File: config.mk
export PLATFORM = sky130hd
export DESIGN_NAME = op_issue_queue
export DESIGN_NICKNAME = d
export VERILOG_FILES = /design/src/rtl/op_issue_queue.sv
export SDC_FILE = /design/constraint.sdc
export NUM_CORES = 1
export LEC_CHECK = 0
export CAP_MARGIN = 20
export CORE_MARGIN = 2
export CORE_UTILIZATION = 54
export CTS_BUF_LIST = sky130_fd_sc_hd__clkbuf_4 sky130_fd_sc_hd__clkbuf_8 sky130_fd_sc_hd__clkbuf_16
export DETAILED_ROUTE_END_ITERATION = 7
export PLACE_DENSITY = 0.82
export SLEW_MARGIN = 5
export SYNTH_ARGS = -nofsm -noshare
export SYNTH_HDL_FRONTEND = slang
export SYNTH_SLANG_ARGS = --single-unit
File: constraint.sdc
create_clock -name clk -period 2.35 [get_ports clk]
set_input_delay 0.235 -clock clk [delete_from_list [all_inputs] [get_ports clk]]
set_output_delay 0.235 -clock clk [all_outputs]
set_load 0.03 [all_outputs]
File: src/rtl/op_issue_queue.sv
// op_issue_queue: in-order operation FIFO feeding the encoder/ALU datapath.
// Define ONEHOT_CHECK_EN to reject (and count) pushes whose function code is not one-hot.
module op_issue_queue #(
  parameter int DEPTH = 4
) (
  input  logic                     clk,
  input  logic                     rst_n,
  input  logic                     in_valid,
  output logic                     in_ready,
  input  logic [7:0]               in_func,
  input  logic [3:0]               in_a,
  input  logic [3:0]               in_b,
  output logic                     out_valid,
  input  logic                     out_ready,
  output logic [7:0]               out_func,
  output logic [3:0]               out_a,
  output logic [3:0]               out_b,
  output logic [$clog2(DEPTH):0]   level,
  output logic [7:0]               drop_cnt
);
  localparam int PW = $clog2(DEPTH);
  localparam logic [PW:0] FULL = DEPTH;
  logic [15:0]   mem_q [DEPTH];
  logic [15:0]   mem_d [DEPTH];
  logic [PW-1:0] wptr_q, wptr_d, rptr_q, rptr_d;
  logic [PW:0]   level_q, level_d;
  logic [7:0]    drop_q, drop_d;
  logic          push, pop, ok, store;
  assign in_ready  = level_q < FULL;
  assign out_valid = level_q != '0;
  assign push      = in_valid && in_ready;
  assign pop       = out_valid && out_ready;
`ifdef ONEHOT_CHECK_EN
  assign ok = (in_func != 8'd0) && ((in_func & (in_func - 8'd1)) == 8'd0);
`else
  assign ok = 1'b1;
`endif
  assign store = push && ok;
  // Head is forced to zero when empty so stale storage never leaks out.
  assign {out_func, out_a, out_b} = out_valid ? mem_q[rptr_q] : 16'd0;
  assign level    = level_q;
  assign drop_cnt = drop_q;
  always_comb begin
    mem_d = mem_q;
    if (store) mem_d[wptr_q] = {in_func, in_a, in_b};
    wptr_d  = wptr_q + PW'(store);
    rptr_d  = rptr_q + PW'(pop);
    level_d = level_q + (PW+1)'(store) - (PW+1)'(pop);
    drop_d  = drop_q + 8'(push && !ok && drop_q != 8'hff);
  end
  always_ff @(posedge clk or negedge rst_n) begin
    if (!rst_n) begin
      for (int i = 0; i < DEPTH; i++) mem_q[i] <= '0;
      wptr_q  <= '0;
      rptr_q  <= '0;
      level_q <= '0;
      drop_q  <= '0;
    end else begin
      mem_q   <= mem_d;
      wptr_q  <= wptr_d;
      rptr_q  <= rptr_d;
      level_q <= level_d;
      drop_q  <= drop_d;
    end
  end
endmodule

==> results of run 1 <==
## worst paths after layout
check | from | endpoint | slack (ns)
hold / removal | rst_n | mem_q[31] | 0.43
min in group clk | mem_q[1] | mem_q[1] | 0.50
setup / recovery | rptr_q[0] | out_func[2] | 0.14
setup reg to reg | level[2] | level[2] | 0.31
hold reg to reg | mem_q[1] | mem_q[1] | 0.50
max in group asynchronous | rst_n | level[1] | 1.60
## report_power, final
| part | internal, uW | switching [uW] | total (uW) |
|---|---|---|---|
| Sequential | 1850 | 401 | 2250 |
| Combinational | 1750 | 1490 | 3240 |
| Clock | 653 | 438 | 1090 |
| Total | 4250 | 2330 | 6590 |
## timing repair
action | CTS | global route
endpoints found under the setup margin | 17 | 0
setup buffers | 0 | 0
hold buffers | 1 | 0
hold endpoints to repair | 71 | 0
resized for setup | 17 | 0
## flip-flops by register name (all words and copies together) (netlist names)
name	flops
level	3
mem_q	64
rptr_q	2
wptr_q	2
## layout by cell type (no fill, tap or decap), types with 8 or more instances in the layout
cell	netlist	final
dfrtp_1	71	71
mux2_2	42	42
clkdlybuf4s50_1	0	23
mux2_4	20	20
mux4_2	16	16
and2_1	16	16
dlygate4sd2_1	0	16
clkbuf_8	0	11
conb_1	1	8
buf_4	8	8
## per-layer routing
layer	share of wire (%)	GRT usage [%]	vias up	wire (microns)
met5	0	0	-	0
met4	3.0	10.3	0	178
met3	4.4	5.74	15	268
met2	49	30.9	48	2970
met1	43	24.3	945	2610
li1	-	-	832	-
## final cells by class
type / instances / area [sq um]
Fill cell: 432 / 1930
Sequential cell: 71 / 1780
Inverter: 2 / 7.51
Tap cell: 75 / 93.8
Multi-Input combinational cell: 122 / 1500
Clock inverter: 5 / 80.1
Clock buffer: 11 / 151
Timing Repair Buffer: 51 / 485
## critical path: cells and delay by family (launching register included)
family	cells	cell delay, ns
buf+inv	2	0.60
flops	1	0.34
mux	1	0.53
simple gates	1	0.16
## stage by stage
stage	hold WS (ns)	setup WS [ns]	utilization (%)	cell area, sq um	cells
floorplan	-0.0606	0.271	-	3440	215
global placement	0.284	0.232	64.2	3870	320
detailed placement	0.289	0.199	64.2	3870	320
CTS	0.458	0.0985	67.9	4090	337
global route	0.468	0.0307	67.9	4090	337
finish	0.432	0.137	67.9	4090	337
## cells by family (layout without fill, tap and decap cells)
family                   after synthesis  after routing  synth area share [%]
multiplexers                          80             80                  33.9
flip-flops                            71             71                  52.1
AND/OR/NAND/NOR                       23             23                  5.68
buffers and inverters                 22             69                  4.91
XOR/XNOR                               6              6                  1.54
adder cells (fa/ha/maj)                3              3                  1.32
AO/OA/AOI/OAI                          2              2                 0.477
other                                  1              8                 0.110
==> metrics.txt, run 1 <==
WL/cell=17.9 microns; worst r2r path cells=6; RSZ-0062 raised after global routing=no; area leader, netlist=dfrtp_1; Critical Path RT=2.12 ns; fin crit period=~2.2 ns; outcome=finished, final reports clean; CTS Sinks=between 70 and 80; top-count cell post-synth=dfrtp_1; number of global-route vias before repair=2,031; fin crit share=around 94%; CP cell instances=buf_4 -> mux4_2 -> and2_1 -> dlygate4sd2_1; clk slew on worst S/H paths=0.07 ns; largest net degree at the start of global routing=72; Setup Crit Path Kind=reg -> out; Max transition margin=66.0%; nets=280; max_cap viols=0; Antenna Nets Post-Route=0; drt pass-1 iters=4; I/O pin total=just under 50; total power=roughly 6600 uW; chip height=around 83 microns; Max Freq=approximately 0.45 GHz; pwr dens=1610 nW/um^2; Leak=0.00180 uW; DRC marker count from the first detailed-route iteration=53; Tot GR Track Use=around 20%; Skew-Pair Late Insertion Delay=0.34 ns; crit-path max FO=11; Yosys top cell area share=between 50% and 60%; FF+latch count, synth=between 70 and 80; Max rail drop VDD=approximately 0.8 mV; fraction of layout cells with a size suffix above 1=around two fifths; number of remaining DRC errors=0; Vias=1,840; initial core utilization=a little under three fifths; Yosys cell types=26; antenna violations before repair=0; slew of the pin with the lowest slew margin=~0.51 ns; Clock Skew=0.00758 ns; CP Capture Type=primary output; Post-synth ARST share=100%; TNS Setup=0 ns; HPWL after DPL=slightly above 4000 microns; vias per cell=between 5 and 6; startpoint class of the critical path=flop; maximum clock path buffer count=2; Max stage delay on crit path=roughly 0.53 ns; number of synthesized flops with an enable pin=0; Hold Fails Final Rpt=0; post-synthesis instance total=~210; CTS Buf Count=9; H-Tree Level Count=3; routability congestion estimate=~0.77; Syn Area/Cell=~16 sq um; Synth top cells by count=dfrtp_1, mux2_2, mux2_4, and2_1, mux4_2; Antenna diodes=0; register area share after synthesis=between 50 and 60%; total die area=around 7000 sq um; first-pass GRT wire length=10,300 microns; clock root buffer master=clkbuf_8; Area growth syn-to-layout=20.0%; PortBufs=40; final setup vio count=0; synthesized cell area=about 3400 sq um; Synth Flop Type=dfrtp_1; routed wire length=~6000 microns; Core Area=about 6000 sq um; Die X=between 80 and 90 microns; FP Rows=28; Tightest Hold Check Type=in -> async; Critical Path AT=between 1.5 and 2 ns; Pins Over Slew Limit=0; main area contributors after synthesis=dfrtp_1, mux2_2, mux4_2; Yosys warnings=0; CTS tree=done; slowest stage cell, crit path=mux4_2; total grt overflow=0
(Power assumes the default switching activity.)
==> inputs of run 2 (changes only) <==
--- a/config.mk
+++ b/config.mk
@@ -7,10 +7,10 @@
 export LEC_CHECK = 0
 export CAP_MARGIN = 20
 export CORE_MARGIN = 2
-export CORE_UTILIZATION = 54
+export CORE_UTILIZATION = 58
 export CTS_BUF_LIST = sky130_fd_sc_hd__clkbuf_4 sky130_fd_sc_hd__clkbuf_8 sky130_fd_sc_hd__clkbuf_16
 export DETAILED_ROUTE_END_ITERATION = 7
-export PLACE_DENSITY = 0.82
+export PLACE_DENSITY = 0.87
 export SLEW_MARGIN = 5
 export SYNTH_ARGS = -nofsm -noshare
 export SYNTH_HDL_FRONTEND = slang
==> constraint.sdc (replaced) <==
create_clock -name clk -period 2.6 [get_ports clk]
set_input_delay 0.26 -clock clk [delete_from_list [all_inputs] [get_ports clk]]
set_output_delay 0.26 -clock clk [all_outputs]
set_load 0.03 [all_outputs]
==> metrics.txt, run 2 (synthesis results as in run 1) <==
outcome=finished, final reports clean; nets=approximately 280; maximum clock path buffer count=2; total grt overflow=0; total die area=between 6000 and 7000 sq um; Finished Layout Cells=331; Max Freq=roughly 0.40 GHz; number of remaining DRC errors=0; CTS Buf Count=9; sequential power share=about a third; commonest non-fill, non-tap cell in the layout=dfrtp_1; Skew-Pair Late Insertion Delay=between 0.3 and 0.4 ns; HPWL after DPL=slightly below 4000 microns; Tightest Hold Check Type=in -> async; CP Capture Type=primary output; H-Tree Level Count=3; Antenna diodes=0; pwr dens=1490 nW/um^2; clock share of power=roughly 15%; I/O pin total=between 40 and 50; antenna violations before repair=0; largest net degree at the start of global routing=72; vias per cell=~5.6; Sw Share=a little over a third; WL/cell=around 18 microns; CP cell instances=buf_12 -> mux4_2 -> and2_1 -> clkdlybuf4s50_1; Max transition margin=42.5%; first-pass GRT wire length=just over 10,000 microns; RSZ-0062 raised after global routing=no; Critical Path RT=2.34 ns; CTS Sinks=approximately 70; fin crit share=between 90 and 100%; Leak=approximately 0.0018 uW; final setup vio count=0; sw power=2120 uW; Max stage delay on crit path=around 0.58 ns; CTS Hold Bufs=0; number of global-route vias before repair=roughly 2.0k; slowest stage cell, crit path=clkdlybuf4s50_1; setup bufs post-CTS=0; Core Area=5610 sq um; routed wire length=between 6000 and 7000 microns; fillers=roughly 370; startpoint class of the critical path=flop; Antenna Nets Post-Route=0; slew of the pin with the lowest slew margin=0.863 ns; DRC marker count from the first detailed-route iteration=between 100 and 150; Logic pwr share=between 50% and 60%; Largest register FFs=64; TNS Setup=0 ns; internal power=approximately 4000 uW; total power=about 6100 uW; Pins Over Slew Limit=0; Biggest register=mem_q; clk slew on worst S/H paths=~0.070 ns; max_cap viols=0; most frequent cells in the layout=dfrtp_1, mux2_2, clkdlybuf4s50_1; Placed Cells=between 300 and 400; fin crit period=2.51 ns; crit-path max FO=11; Vias=roughly 1.8k; Critical Path AT=2.25 ns; Max rail drop VDD=1.05 mV; CTS tree=done; drt pass-1 iters=4; Area growth syn-to-layout=19.0%; Clock Skew=about 0.0055 ns; initial core utilization=between 60 and 70%; Die X=80.7 microns; FP Rows=27; fraction of layout cells with a size suffix above 1=approximately 42%; Setup Crit Path Kind=reg -> out; clock root buffer master=clkbuf_8; routability congestion estimate=0.729; PortBufs=40; chip height=between 80 and 90 microns; Tot GR Track Use=between 20% and 30%; Hold Fails Final Rpt=0
run 2: changes by cell type in the layout (fill, tap and decap cells not counted), sizes merged:
cell	change
clkinvlp	-1
dlymetal6s2s	+1
dlygate4sd3	-1
buf	-2
bufinv	-1
clkdlybuf4s50	+15
dlygate4sd2	-16
clkbuf	+2
run 2: final timing paths:
kind	start	endpoint	slack, ns	cells past startpoint
setup / recovery	rptr_q[0]	out_a[1]	0.09	4
setup reg to reg	level[2]	level[2]	0.48	6
hold / removal	rst_n	mem_q[18]	0.12	2
min in group clk	mem_q[21]	mem_q[21]	0.49	1
max in group asynchronous	rst_n	rptr_q[0]	1.88	2
hold reg to reg	mem_q[21]	mem_q[21]	0.49	1
run 2: cell type report:
cell class                 instances  area (sq um)  share of cell area (%)
tap                               72          90.1                    2.22
multi-input combinational        122          1500                    36.9
timing repair buffer              48           483                    11.9
sequential                        71          1780                    43.8
clock inverter                     3          42.5                    1.05
clock buffer                      13           160                    3.94
inverter                           2          7.51                   0.185
run 2: worst max-delay path: cells and delay by family (launching register included):
family | cells | cell delay (ns)
buffers and inverters | 2 | 0.76
flip-flops | 1 | 0.46
multiplexers | 1 | 0.50
AND/OR/NAND/NOR | 1 | 0.18
run 2: metrics by stage:
stage | setup WS (ns) | utilization [%] | hold WS [ns] | cell area [sq um]
final | 0.0906 | 72.4 | 0.116 | 4060
after global routing | 0.00154 | 72.4 | 0.213 | 4060
after CTS | 0.0620 | 72.4 | 0.144 | 4060
after detailed placement | 0.344 | 68.6 | 0.471 | 3850
after global placement | 0.386 | 68.6 | 0.462 | 3850
after floorplan | 0.521 | - | -0.0356 | 3440
run 2: routing by layer:
| metal | up-vias | part of all wire [%] | wire length [microns] | GRT usage, % |
|---|---|---|---|---|
| met3 | 5 | 3.2 | 197 | 4.04 |
| li1 | 826 | - | - | - |
| met5 | - | 0 | 0 | 0 |
| met2 | 40 | 53 | 3190 | 36.9 |
| met1 | 969 | 43 | 2610 | 26.7 |
| met4 | 0 | 0.99 | 60 | 9.32 |
run 2: power groups by stage:
stage / Sequential (uW) / Clock, uW / Combinational [uW]
floorplan: 1950 / 0 / 2270
global placement: 2050 / 0 / 3040
detailed placement: 2080 / 0 / 3120
CTS: 2080 / 913 / 3140
global route: 2150 / 952 / 3300
finish: 2080 / 888 / 3100
run 2: repair_timing:
item | 4_1_cts | 5_1_grt
cloned | 0 | 0
endpoints found under the setup margin | 16 | 1
resized for setup | 2 | 1
==> inputs of run 3 (changes only) <==
--- a/config.mk
+++ b/config.mk
@@ -5,12 +5,13 @@
 export SDC_FILE = /design/constraint.sdc
 export NUM_CORES = 1
 export LEC_CHECK = 0
+export ABC_AREA = 1
 export CAP_MARGIN = 20
 export CORE_MARGIN = 2
-export CORE_UTILIZATION = 58
+export CORE_UTILIZATION = 60
 export CTS_BUF_LIST = sky130_fd_sc_hd__clkbuf_4 sky130_fd_sc_hd__clkbuf_8 sky130_fd_sc_hd__clkbuf_16
 export DETAILED_ROUTE_END_ITERATION = 7
-export PLACE_DENSITY = 0.87
+export PLACE_DENSITY = 0.88
 export SLEW_MARGIN = 5
 export SYNTH_ARGS = -nofsm -noshare
 export SYNTH_HDL_FRONTEND = slang
==> constraint.sdc (replaced) <==
create_clock -name clk -period 2.6 [get_ports clk]
set_input_delay 0.26 -clock clk [delete_from_list [all_inputs] [get_ports clk]]
set_output_delay 0.26 -clock clk [all_outputs]
set_load 0.05 [all_outputs]
==> metrics.txt, run 3 <==
number of synthesized flops with an enable pin=0; CP Launch Point=rptr_q[0]; Syn Area/Cell=~8.6 sq um; max_cap viols=0; Yosys warnings=0; CTS Buf Count=9; final setup vio count=0; startpoint class of the critical path=flop; Sw Share=between 40% and 50%; sequential power share=26.7%; top-count cell post-synth=nand2_1; Leak=between 0.002 and 0.0025 uW; clock root buffer master=clkbuf_8; clk slew on worst S/H paths=0.07 ns; nets=approximately 520; Max transition margin=roughly 48%; Synth Flop Type=dfrtp_1; FP Rows=29; Synth top cells by count=nand2_1, inv_1, dfrtp_1, o21ai_2, nand3_1; Area growth syn-to-layout=17.6%; routed wire length=~7600 microns; Die X=84.9 microns; Yosys top cell area share=a little under half; maximum clock path buffer count=2; pwr dens=1590 nW/um^2; Critical Path RT=2.34 ns; CTS Sinks=71; vias per cell=5.06; Post-synth ARST share=between 90% and 100%; crit-path max FO=18; main area contributors after synthesis=dfrtp_1, o21ai_2, nand2_1; Largest register FFs=64; post-synthesis instance total=459; internal power=about 4000 uW; Biggest register=mem_q; DRC marker count from the first detailed-route iteration=roughly 170; Tot GR Track Use=approximately a quarter; Clock Skew=roughly 0.0048 ns; HPWL after DPL=4950 microns; outcome=finished, final reports clean; final core occ=between 70% and 80%; fin crit period=2.27 ns; Antenna diodes=0; WL/cell=13.3 microns; H-Tree Level Count=3; Critical Path AT=between 2 and 2.5 ns; TNS Setup=0 ns; register area share after synthesis=45.2%; drt pass-1 iters=4; antenna violations before repair=0; Max rail drop VDD=about 1.4 mV; PortBufs=40; Core Area=6350 sq um; chip height=84.9 microns; Hold Fails Final Rpt=0; Pins Over Slew Limit=0; number of remaining DRC errors=0; most frequent cells in the layout=nand2_1, inv_1, dfrtp_1; Logic pwr share=between 60% and 70%; commonest non-fill, non-tap cell in the layout=nand2_1; number of global-route vias before repair=2,953; Antenna Nets Post-Route=0; Skew-Pair Late Insertion Delay=approximately 0.34 ns; worst r2r path cells=9; Critical R2R Launch=level[2]; CTS tree=done; largest net degree at the start of global routing=33; I/O pin total=49; total die area=around 7200 sq um; Vias=2,916; clock share of power=between 10% and 20%; fraction of layout cells with a size suffix above 1=27.5%; total grt overflow=0; routability congestion estimate=roughly 0.77; Setup Crit Path Kind=reg -> out; CP Capture Type=primary output; Max Freq=approximately 0.44 GHz; setup bufs post-CTS=0; initial core utilization=61.9%; sw power=3390 uW; synthesized cell area=between 3000 and 4000 sq um; Yosys cell types=29; slew of the pin with the lowest slew margin=around 0.77 ns; first-pass GRT wire length=between 10,000 and 15,000 microns; fin crit share=slightly below 90%; Tightest Hold Check Type=in -> async; area leader, netlist=dfrtp_1; FF+latch count, synth=about 70; RSZ-0062 raised after global routing=no
[run 3: cell types whose count changed in the layout (fill, tap and decap cells not counted), sizes merged, moves of 4 or more]
cell,before,now
inv,2,87
a21oi,0,16
nor2,0,4
xnor2,5,1
and2,16,0
mux2,64,0
mux4,16,0
clkdlybuf4s50,38,23
nand3,0,36
buf,9,24
nand2,0,141
o21ai,0,64
[run 3: power groups by stage]
stage	registers (uW)	clock network (uW)	logic, uW
3_5_place_dp	1970	0	4480
6_report	1960	932	4460
3_3_place_gp	1940	0	4370
5_1_grt	2030	997	4830
4_1_cts	1960	944	4500
2_1_floorplan	1970	0	2940
[run 3: critical path, cell delays in order (launching register included)]
cell and delay [ns]:
dfrtp_1 0.50, buf_4 0.26, inv_1 0.08, buf_4 0.20
nand2_1 0.08, nand3_1 0.06, a21oi_1 0.31, buf_12 0.18
[run 3: what timing repair did]
action                                 in CTS  in global routing
endpoints found under the hold margin      20                  0
hold buffers                                1                  0
resized for setup                           0                  0
[run 3: logic make-up (layout without fill, tap and decap cells)]
group / count (synthesis) / count (layout) / synth area share (%)
other: 1 / 8 / 0.0955
buffers and inverters: 119 / 152 / 15.1
xor gates and xnor gates: 2 / 2 / 0.446
AOI/OAI and AO/OA: 80 / 80 / 15.7
adders and majority gates: 3 / 3 / 1.15
and+or+nand+nor: 183 / 183 / 22.2
DFF: 71 / 71 / 45.2
[run 3: worst paths after layout]
kind,endpoint,slack [ns]
hold reg to reg,mem_q[29],0.48
min in group clk,mem_q[29],0.48
setup reg to reg,level[2],0.57
max in group asynchronous,mem_q[25],1.45
setup / recovery,out_a[0],0.33
hold / removal,wptr_q[1],0.42
[run 3: area by class of cell]
cell class,instances,area (sq um)
clock buffers,13,173
clock inverters,3,40.0
fillers,469,1730
inverters,88,333
multi-input cells,276,1580
flip-flops and latches,71,1780
well taps,77,96.3
repair buffers,48,618
[run 3: metrics by stage]
step / power [uW] / std cells / setup WS (ns) / hold WS (ns) / area (sq um)
floorplan: 4910 / 466 / 0.0814 / -0.0356 / 3950
global placement: 6310 / 559 / 0.401 / 0.235 / 4400
detailed placement: 6450 / 559 / 0.309 / 0.252 / 4400
CTS: 7400 / 576 / 0.328 / 0.430 / 4620
global route: 7850 / 576 / 0.175 / 0.455 / 4620
finish: 7360 / 576 / 0.329 / 0.415 / 4620
[run 3: per-layer routing]
metal | routed length [microns] | track usage (%)
met1 | 3300 | 30.8
met3 | 387 | 5.25
met2 | 3820 | 39.2
met4 | 125 | 8.08
met5 | 0 | 0
